**config.mk**
```make
export PLATFORM = sky130hd
export DESIGN_NAME = spi_sample_frame
export DESIGN_NICKNAME = d
export VERILOG_FILES = /design/src/rtl/pedal_pkg.sv /design/src/rtl/spi_clk_gen.sv /design/src/rtl/spi_sample_frame.sv
export SDC_FILE = /design/constraint.sdc
export NUM_CORES = 1
export LEC_CHECK = 0
export CORE_UTILIZATION = 25
export DETAILED_ROUTE_END_ITERATION = 8
export PLACE_DENSITY = 0.42
export SLEW_MARGIN = 20
export SYNTH_ARGS = -nofsm -noshare
export SYNTH_HDL_FRONTEND = slang
export SYNTH_HIERARCHICAL = 1
export SYNTH_SLANG_ARGS = --single-unit
```
**constraint.sdc**
```tcl
create_clock -name clk -period 4.3 [get_ports clk]
set_clock_uncertainty 0.1 [all_clocks]
set_input_delay 0.86 -clock clk [delete_from_list [all_inputs] [get_ports clk]]
set_output_delay 0.86 -clock clk [all_outputs]
set_load 0.01 [all_outputs]
```
**src/rtl/pedal_pkg.sv**
```systemverilog
// -----------------------------------------------------------------------------
// pedal_pkg
//   Definitions shared across the pedal datapath.
//   - SAMPLE_W       : native sample width of the converter path.
//   - frame_state_t  : phases of one converter SPI frame.
//   - offset_to_twos : offset-binary to two's complement (MSB inversion).
//                      The DAC-side formatting uses the same function.
// -----------------------------------------------------------------------------
package pedal_pkg;

  localparam int SAMPLE_W = 16;

  typedef enum logic [2:0] {
    IDLE,
    SETUP,
    SHIFT,
    HOLD,
    DONE
  } frame_state_t;

  // Offset-binary and two's complement differ only in the sign bit.
  function automatic logic [SAMPLE_W-1:0] offset_to_twos(input logic [SAMPLE_W-1:0] word);
    return {~word[SAMPLE_W-1], word[SAMPLE_W-2:0]};
  endfunction

endpackage

```
**src/rtl/spi_clk_gen.sv**
```systemverilog
// -----------------------------------------------------------------------------
// spi_clk_gen
//   Generates the SPI clock for the frame engine. Each sclk half-period lasts
//   CLK_DIV clk cycles, and the low phase always comes first. While en is low,
//   the divider is cleared and sclk is parked low.
//
// Ports
//   clk      in   system clock
//   rst_n    in   synchronous active-low reset
//   en       in   run the divider (high for the whole shift phase)
//   sclk     out  registered SPI clock, idle low
//   rise_evt out  high in the cycle whose closing clk edge raises sclk
//   fall_evt out  high in the cycle whose closing clk edge lowers sclk
// -----------------------------------------------------------------------------
module spi_clk_gen #(
  parameter int CLK_DIV = 4
) (
  input  logic clk,
  input  logic rst_n,
  input  logic en,
  output logic sclk,
  output logic rise_evt,
  output logic fall_evt
);

  localparam int DIV_W = (CLK_DIV > 1) ? $clog2(CLK_DIV) : 1;

  logic [DIV_W-1:0] div_cnt_reg;
  logic             sclk_reg;
  logic             half_done;

  // The strobes announce the edge that the next clk edge produces. The owner
  // can then act on the same clk edge on which sclk actually toggles.
  assign half_done = en && (div_cnt_reg == DIV_W'(CLK_DIV - 1));
  assign rise_evt  = half_done && !sclk_reg;
  assign fall_evt  = half_done && sclk_reg;
  assign sclk      = sclk_reg;

  always_ff @(posedge clk) begin
    if (!rst_n || !en) begin
      div_cnt_reg <= '0;
      sclk_reg    <= 1'b0;
    end else if (half_done) begin
      div_cnt_reg <= '0;
      sclk_reg    <= ~sclk_reg;
    end else begin
      div_cnt_reg <= div_cnt_reg + DIV_W'(1);
    end
  end

endmodule

```
**src/rtl/spi_sample_frame.sv**
```systemverilog
// -----------------------------------------------------------------------------
// spi_sample_frame
//   Converter-side SPI frame engine. Each rising edge of adc_clock runs one
//   full-duplex DATA_W-bit mode-0 transfer. The transfer shifts dac_in out on
//   mosi (MSB first) and captures the ADC word from miso. The captured word is
//   converted to two's complement when SIGNED_CONV is set and presented on
//   adc_out with a 1-cycle adc_valid strobe.
//
// Ports
//   clk        in   system clock
//   rst_n      in   synchronous active-low reset
//   adc_clock  in   sample tick level; a 0->1 transition starts a frame
//   dac_in     in   word to transmit, latched at frame start
//   miso       in   serial data from the ADC
//   mosi       out  serial data to the DAC, MSB first
//   sclk       out  SPI clock, idle low
//   cs_n       out  converter chip select, active low
//   adc_out    out  last captured sample
//   adc_valid  out  1-cycle pulse when adc_out updates
//   busy       out  high from frame start through DONE
//   overrun    out  1-cycle pulse when a tick edge arrives mid-frame
//
// Frame latency from the trigger edge to adc_valid:
//   CS_SETUP + 2*DATA_W*CLK_DIV + CS_HOLD + 1 cycles.
// -----------------------------------------------------------------------------
module spi_sample_frame
  import pedal_pkg::*;
#(
  parameter int DATA_W      = 16,
  parameter int CLK_DIV     = 4,
  parameter int CS_SETUP    = 2,
  parameter int CS_HOLD     = 2,
  parameter int SIGNED_CONV = 1
) (
  input  logic              clk,
  input  logic              rst_n,
  input  logic              adc_clock,
  input  logic [DATA_W-1:0] dac_in,
  input  logic              miso,
  output logic              mosi,
  output logic              sclk,
  output logic              cs_n,
  output logic [DATA_W-1:0] adc_out,
  output logic              adc_valid,
  output logic              busy,
  output logic              overrun
);

  localparam int CNT_MAX = (CS_SETUP > CS_HOLD) ? CS_SETUP : CS_HOLD;
  localparam int CNT_W   = (CNT_MAX > 1) ? $clog2(CNT_MAX) : 1;
  localparam int BIT_W   = (DATA_W > 1) ? $clog2(DATA_W) : 1;

  frame_state_t      state_reg;
  logic              adc_clock_q_reg;
  logic              armed_reg;
  logic [DATA_W-1:0] tx_reg;
  logic [DATA_W-1:0] rx_reg;
  logic [CNT_W-1:0]  cnt_reg;
  logic [BIT_W-1:0]  bit_reg;

  logic              mosi_reg;
  logic              cs_n_reg;
  logic [DATA_W-1:0] adc_out_reg;
  logic              adc_valid_reg;
  logic              busy_reg;
  logic              overrun_reg;

  logic              trigger;
  logic              rise_evt;
  logic              fall_evt;
  logic              shift_en;
  logic [DATA_W-1:0] rx_conv;

  // armed_reg is loaded during reset with ~adc_clock. If the tick is already
  // high when reset releases, the cleared edge register must not read this as
  // a rising edge. From the first running cycle on, adc_clock_q_reg holds
  // real history, so the gate opens permanently.
  assign trigger  = adc_clock && !adc_clock_q_reg && armed_reg;
  assign shift_en = (state_reg == SHIFT);

  spi_clk_gen #(
    .CLK_DIV (CLK_DIV)
  ) u_clk_gen (
    .clk      (clk),
    .rst_n    (rst_n),
    .en       (shift_en),
    .sclk     (sclk),
    .rise_evt (rise_evt),
    .fall_evt (fall_evt)
  );

  generate
    if (SIGNED_CONV != 0 && DATA_W == SAMPLE_W) begin : g_conv_pkg
      assign rx_conv = offset_to_twos(rx_reg);
    end else if (SIGNED_CONV != 0) begin : g_conv_inline
      assign rx_conv = {~rx_reg[DATA_W-1], rx_reg[DATA_W-2:0]};
    end else begin : g_conv_pass
      assign rx_conv = rx_reg;
    end
  endgenerate

  always_ff @(posedge clk) begin
    if (!rst_n) begin
      state_reg       <= IDLE;
      adc_clock_q_reg <= 1'b0;
      armed_reg       <= ~adc_clock;
      tx_reg          <= '0;
      rx_reg          <= '0;
      cnt_reg         <= '0;
      bit_reg         <= '0;
      mosi_reg        <= 1'b0;
      cs_n_reg        <= 1'b1;
      adc_out_reg     <= '0;
      adc_valid_reg   <= 1'b0;
      busy_reg        <= 1'b0;
      overrun_reg     <= 1'b0;
    end else begin
      adc_clock_q_reg <= adc_clock;
      armed_reg       <= 1'b1;
      adc_valid_reg   <= 1'b0;
      // A tick that lands on a running frame is dropped and only reported.
      overrun_reg     <= trigger && (state_reg != IDLE);

      case (state_reg)
        IDLE: begin
          if (trigger) begin
            tx_reg    <= dac_in;
            mosi_reg  <= dac_in[DATA_W-1];
            cs_n_reg  <= 1'b0;
            busy_reg  <= 1'b1;
            cnt_reg   <= '0;
            bit_reg   <= '0;
            state_reg <= SETUP;
          end
        end

        SETUP: begin
          if (cnt_reg == CNT_W'(CS_SETUP - 1)) begin
            cnt_reg   <= '0;
            state_reg <= SHIFT;
          end else begin
            cnt_reg <= cnt_reg + CNT_W'(1);
          end
        end

        SHIFT: begin
          // miso is taken at the clk edge that raises sclk, i.e. at the end
          // of the low phase in which the ADC presented the bit.
          if (rise_evt) begin
            rx_reg <= {rx_reg[DATA_W-2:0], miso};
          end
          // mosi only changes with sclk falling, so it is stable across
          // the whole high phase.
          if (fall_evt) begin
            tx_reg   <= {tx_reg[DATA_W-2:0], 1'b0};
            mosi_reg <= tx_reg[DATA_W-2];
            if (bit_reg == BIT_W'(DATA_W - 1)) begin
              bit_reg   <= '0;
              state_reg <= HOLD;
            end else begin
              bit_reg <= bit_reg + BIT_W'(1);
            end
          end
        end

        HOLD: begin
          if (cnt_reg == CNT_W'(CS_HOLD - 1)) begin
            cnt_reg   <= '0;
            state_reg <= DONE;
          end else begin
            cnt_reg <= cnt_reg + CNT_W'(1);
          end
        end

        DONE: begin
          cs_n_reg      <= 1'b1;
          mosi_reg      <= 1'b0;
          adc_out_reg   <= rx_conv;
          adc_valid_reg <= 1'b1;
          busy_reg      <= 1'b0;
          state_reg     <= IDLE;
        end

        default: state_reg <= IDLE;
      endcase
    end
  end

  assign mosi      = mosi_reg;
  assign cs_n      = cs_n_reg;
  assign adc_out   = adc_out_reg;
  assign adc_valid = adc_valid_reg;
  assign busy      = busy_reg;
  assign overrun   = overrun_reg;

endmodule

```
==> key figures, run 1 <==
Final layout
  – Register area: roughly 0.0013 mm2
  – Commonest non-fill, non-tap cell in the layout: dfxtp_1
  – Area of the multi-input gates: roughly 0.0012 mm2
  – Antenna Cells: 0
  – Filler Cell Count: approximately 1100
  – Most frequent cells in the layout: dfxtp_1 (65), clkdlybuf4s50_1 (41), nand2_1 (35)
  – Area grow syn2layout: 26.0%
  – Post-route cell area: about 0.0033 mm2
  – Share of cells above drive strength 1: approximately a fifth
  – Final net count: 322

STA
  – Fin crit share: ~63%
  – Headroom to the max-slew limit: about a third
  – TNS Setup: 0 ns
  – Fin crit period: about 2.7 ns
  – Worst-Margin Slew: a little under 1 ns
  – Fin. Hold Viols: 0
  – FMAX: approximately 370 MHz
  – Count of final max-slew check failures: 0
  – Endpoints failing setup: 0
  – RSZ-0062 raised after global routing: false

Die
  – Num ports: 42
  – Initial core utilization: between 20 and 30%
  – Rows: 37
  – Die Area: 0.0110 mm2
  – Placeable core area: 0.0103 mm2
  – Die width: approximately 100 um
  – Die height: between 100 and 150 um

Placement
  – Port Buf Inserts: 41
  – RePlAce Congestion: between 0.6 and 0.7
  – DP Area: between 0.003 and 0.004 mm2
  – DP HPWL: 3.53 mm

Route
  – Vias per cell: 4.38
  – # DRC: 0
  – DR WL/cell: between 10 and 15 um
  – Starting DRC count in detailed routing: 72
  – First-pass DRT Iterations: 4
  – Antenna viol nets, final: 0
  – Final wirelength: approximately 5.6 mm
  – Vias: just under 2000

Power
  – Worst IR Drop VDD: between 0.1 and 0.15 mV
  – Leakage power: ~1.2 nW
  – PD cells: around 380 mW/mm2

Synth
  – Synthesized flop and latch total: between 60 and 70
  – Sequential-to-total area share from yosys stat: 49.1%
  – Number of distinct library cells after synthesis: 44
  – Mapped Cells: between 200 and 300
  – Syn Nets: around 280
  – Syn Area/Cell: between 10 and 15 um2
  – Synth Warn #: 6
  – Cell Area, Synth: 0.00265 mm2

Global route
  – Vias in the first global route: 1917
  – Initial antenna violation count: 0
  – First-pass GRT wire length: around 9.7 mm
  – Largest net degree at the start of global routing: 31
  – Grt ovf: 0
  – Global Route Usage Sum: approximately 11%

Clocking
  – CTS Hold Bufs: 0
  – CTS root buffer: clkbuf_8
  – Clock transition at the registers of the reported paths: around 0.07 ns
  – CTS H-Tree Depth: 3
  – Post CTS Setup Buffer Count: 0
  – CTS tree: yes
  – Clock Path Buffers: 2
  – Clk sinks: 65
  – Total CTS buffers: 9
  – Cts repair resizes: 0
  – Skew-Pair Late Insertion Delay: approximately 0.33 ns

Critical path
  – Crit. End Element: flip-flop
  – CP Data Required Time: 4.43 ns
  – Kind of critical path: reg -> reg
  – Arr. time, crit path: roughly 2.9 ns
  – Setup crit start kind: flip-flop
  – Worst-path fanout max: 30

Min path
  – HP Class: reg -> reg

Status
  – Outcome: completed

Flow run
  – Max-cap violations: 0
## critical path, cell delays in order (launching register included)
cell and delay (ns):
dfxtp_1 0.47, or3b_1 0.79, clkinv_4 0.22, and3_2 0.27
a22o_4 0.40, o21ai_1 0.12, a31o_1 0.24
## cells in the mapped netlist (all sizes together)
| cell type | instances | area (um2) |
|---|---|---|
| a211oi | 15 | 183 |
| a21o | 1 | 7.51 |
| a21oi | 23 | 153 |
| a22o | 16 | 149 |
| a311oi | 1 | 8.76 |
| a31o | 1 | 8.76 |
| and2 | 2 | 15.0 |
| and3 | 4 | 26.3 |
| and3b | 1 | 8.76 |
| buf | 12 | 104 |
| clkbuf | 4 | 15.0 |
| clkinv | 1 | 8.76 |
| dfxtp | 65 | 1300 |
| ha | 2 | 25.0 |
| inv | 3 | 11.3 |
| mux2 | 2 | 22.5 |
| mux2i | 14 | 140 |
| nand2 | 45 | 194 |
| nand2b | 3 | 18.8 |
| nand3 | 4 | 20.0 |
| nand3b | 2 | 15.0 |
| nand4 | 3 | 18.8 |
| nor2 | 22 | 95.1 |
| nor3 | 3 | 15.0 |
| nor3b | 1 | 7.51 |
| nor4 | 1 | 6.26 |
| o21a | 2 | 15.0 |
| o21ai | 4 | 20.0 |
| o32ai | 1 | 8.76 |
| or3b | 1 | 8.76 |
| xnor2 | 1 | 8.76 |
| xor2 | 1 | 8.76 |
## metrics by stage
step                power, W  utilization (%)  hold slack (ns)  std cells  worst slack (ns)
global placement    0.000751             30.5            0.313        425              1.60
detailed placement  0.000751             30.5            0.322        425              1.53
global route         0.00133             32.5            0.352        441              1.36
CTS                  0.00129             32.5            0.333        441              1.52
floorplan           0.000714                -            0.304        261              2.25
finish               0.00126             32.5            0.336        441              1.58
## layer usage
layer | vias to the layer above | wire length [um] | part of all wire [%] | track usage, %
met5 | - | 0 | 0 | 0
met4 | 0 | 65 | 1.2 | 5.13
met3 | 6 | 294 | 5.3 | 4.05
met2 | 42 | 2440 | 44 | 17.4
met1 | 883 | 2760 | 50 | 14.5
li1 | 1002 | - | - | -
## cell families after synthesis
| group | synth area share (%) |
|---|---|
| AND/OR/NAND/NOR | 17.0 |
| flip-flops | 49.1 |
| AO/OA/AOI/OAI | 20.9 |
| buffers and inverters | 5.25 |
| multiplexers | 6.14 |
| XOR/XNOR | 0.662 |
| adder cells (fa/ha/maj) | 0.945 |
## final timing paths
| check | cells after the start | end | slack, ns | from |
|---|---|---|---|---|
| min | 1 | u_clk_gen/div_cnt_reg[0] | 0.34 | u_clk_gen/div_cnt_reg[0] |
| min reg2reg | 1 | u_clk_gen/div_cnt_reg[0] | 0.34 | u_clk_gen/div_cnt_reg[0] |
| max | 6 | bit_reg[2] | 1.58 | state_reg[1] |
| max reg2reg | 6 | bit_reg[2] | 1.58 | state_reg[1] |
## power by group
part	internal, W	leakage, nW	switching (W)
Clock	0.000284	0.0985	0.000241
Sequential	0.000620	0.528	0.0000116
Combinational	0.0000498	0.622	0.0000523
## area by class of cell
class | instances | share of cell area (%)
repair buffers | 44 | 13.0
multi-input cells | 176 | 36.2
clock buffers | 10 | 4.12
clock inverters | 6 | 2.02
well taps | 136 | 5.10
inverters | 4 | 0.600
flip-flops and latches | 65 | 39.0
Power figures use the tool's default switching activity.
==> inputs of run 2 (changes only) <==
Clock period 4.3 ns to 2.8 ns, I/O delays scaled along.
==> run 2 against run 1 <==
Wire length rose by 3.9%. Sequential share of layout area is 0.13 points higher. Sequential power rose by 54%.
==> key figures, run 2 (synthesis results as in run 1) <==
Critical path
  – Cells along the critical path: or3b_1 > clkinv_4 > and3_2 > a22o_4 > o21ai_1 > a31o_1 (unchanged)
  – Cell family with most CP delay: compound AO/OA/AOI/OAI gates (was simple AND/OR/NAND/NOR gates)
  – Critical-path top delay cell: dfxtp_1 (was or3b_1)
  – Levels on crit path: 6 (unchanged)
  – Worst-path fanout max: 30 (unchanged)
  – Crit. End Element: flip-flop (unchanged)
  – Kind of critical path: reg -> reg (unchanged)
  – Reg2Reg Depth: 6 (unchanged)
  – CP Data Required Time: 2.94 ns (was 4.43 ns)
  – Arr. time, crit path: 2.38 ns (was 2.85 ns)
  – Worst Path Buf+Inv: 1 (unchanged)
  – Setup crit start kind: flip-flop (unchanged)
  – Worst path max stage delay: 0.47 ns (was 0.79 ns)
  – Worst r2r src: state_reg[1] (unchanged)
  – Worst Setup SP: state_reg[1] (unchanged)

Die
  – Num ports: 42 (unchanged)
  – Die height: 105 um (unchanged)
  – Initial core utilization: 25.8% (unchanged)
  – Rows: 37 (unchanged)
  – Die width: 105 um (unchanged)
  – Die Area: 0.0110 mm2 (unchanged)
  – Placeable core area: 0.0103 mm2 (unchanged)

STA
  – Endpoints failing setup: 0 (unchanged)
  – Worst-Margin Slew: 0.596 ns (was 0.983 ns)
  – Fin. Hold Viols: 0 (unchanged)
  – Headroom to the max-slew limit: 60.1% (was 34.4%)
  – Fin crit share: 80.2% (was 63.3%)
  – Count of final max-slew check failures: 0 (unchanged)
  – Fin crit period: 2.25 ns (was 2.72 ns)
  – TNS Setup: 0 ns (unchanged)
  – RSZ-0062 raised after global routing: false (unchanged)
  – FMAX: 445 MHz (was 367 MHz)

Global route
  – Initial antenna violation count: 0 (unchanged)
  – Global Route Usage Sum: 11.5% (was 11.4%)
  – First-pass GRT wire length: 9.75 mm (was 9.67 mm)
  – Largest net degree at the start of global routing: 39 (was 31)
  – Grt ovf: 0 (unchanged)
  – Vias in the first global route: 1932 (was 1917)

Final layout
  – Antenna Cells: 0 (unchanged)
  – Area grow syn2layout: 25.6% (was 26.0%)
  – Filler Cell Count: 1098 (unchanged)
  – Commonest non-fill, non-tap cell in the layout: dfxtp_1 (unchanged)
  – Most frequent cells in the layout: dfxtp_1 (65), clkdlybuf4s50_1 (41), nand2_1 (35) (unchanged)
  – Share of cells above drive strength 1: 20.6% (was 21.0%)
  – Final net count: 323 (was 322)

Clocking
  – Total CTS buffers: 9 (unchanged)
  – CTS Hold Bufs: 0 (unchanged)
  – Clock Path Buffers: 2 (unchanged)
  – Clk sinks: 65 (unchanged)
  – Cts repair resizes: 0 (unchanged)
  – Clock transition at the registers of the reported paths: 0.07 ns (about the same)
  – Post CTS Setup Buffer Count: 0 (unchanged)
  – CTS tree: yes (unchanged)
  – CTS root buffer: clkbuf_8 (unchanged)
  – Skew-Pair Late Insertion Delay: 0.34 ns (was 0.33 ns)
  – CTS H-Tree Depth: 3 (unchanged)

Flow run
  – Max-cap violations: 0 (unchanged)

Min path
  – HP Class: reg -> reg (unchanged)
  – Hold Startpoint: u_clk_gen/div_cnt_reg[0] (unchanged)
  – Hold Crit Depth: 1 (unchanged)

Placement
  – DP HPWL: 3.58 mm (was 3.53 mm)
  – Port Buf Inserts: 41 (unchanged)
  – RePlAce Congestion: 0.670 (was 0.667)

Status
  – Outcome: completed (unchanged)

Route
  – Starting DRC count in detailed routing: 82 (was 72)
  – Vias per cell: 4.44 (was 4.38)
  – Final wirelength: 5.77 mm (was 5.55 mm)
  – Antenna viol nets, final: 0 (unchanged)
  – First-pass DRT Iterations: 4 (unchanged)
  – # DRC: 0 (unchanged)
  – Vias: 1963 (was 1933)
  – DR WL/cell: 13.1 um (was 12.6 um)

Power
  – PD cells: 556 mW/mm2 (was 377 mW/mm2)
  – Tot Pwr: 0.00185 W (was 0.00126 W)
  – Worst IR Drop VDD: 0.233 mV (was 0.117 mV)
  – Leakage power: 1.25 nW (about the same)
[run 2: layout make-up]
| cell class | instances | area, um2 | share of cell area (%) |
|---|---|---|---|
| sequential | 65 | 1300 | 39.1 |
| multi-input combinational | 176 | 1210 | 36.3 |
| timing repair buffer | 45 | 453 | 13.6 |
| tap | 136 | 170 | 5.12 |
| clock buffer | 13 | 159 | 4.78 |
| inverter | 4 | 20.0 | 0.602 |
| clock inverter | 3 | 15.0 | 0.451 |
[run 2: final timing paths]
kind                            slack (ns)                       end
worst max-delay path                  0.55                bit_reg[2]
worst min-delay path                  0.32  u_clk_gen/div_cnt_reg[0]
worst max register to register        0.55                bit_reg[2]
worst min register to register        0.32  u_clk_gen/div_cnt_reg[0]
[run 2: through the flow]
stage / instance area, um2 / std cells / setup slack, ns / hold WS [ns] / util [%]
4_1_cts: 3330 / 442 / 0.556 / 0.332 / 32.4
2_1_floorplan: 2650 / 261 / 0.749 / 0.304 / -
3_5_place_dp: 3150 / 426 / 0.485 / 0.322 / 30.7
6_report: 3330 / 442 / 0.554 / 0.324 / 32.4
5_1_grt: 3330 / 442 / 0.383 / 0.355 / 32.4
3_3_place_gp: 3150 / 426 / 0.501 / 0.315 / 30.7
[run 2: layer usage]
| metal | global-route usage (%) | share of wire, % | vias to the layer above |
|---|---|---|---|
| met5 | 0 | 0 | - |
| li1 | - | - | 996 |
| met1 | 14.3 | 48 | 918 |
| met3 | 3.43 | 4.9 | 8 |
| met2 | 17.6 | 45 | 41 |
| met4 | 6.54 | 1.8 | 0 |
[run 2: worst register-to-register path, cell delays in order (launching register included)]
cell	delay, ns
dfxtp_1	0.47
or3b_1	0.45
clkinv_4	0.11
and3_2	0.26
a22o_4	0.41
o21ai_1	0.13
a31o_1	0.23
[run 2: power breakdown]
group | switching, W | internal, W
sequential | 0.0000182 | 0.000952
combinational | 0.0000818 | 0.0000778
clock | 0.000353 | 0.000366
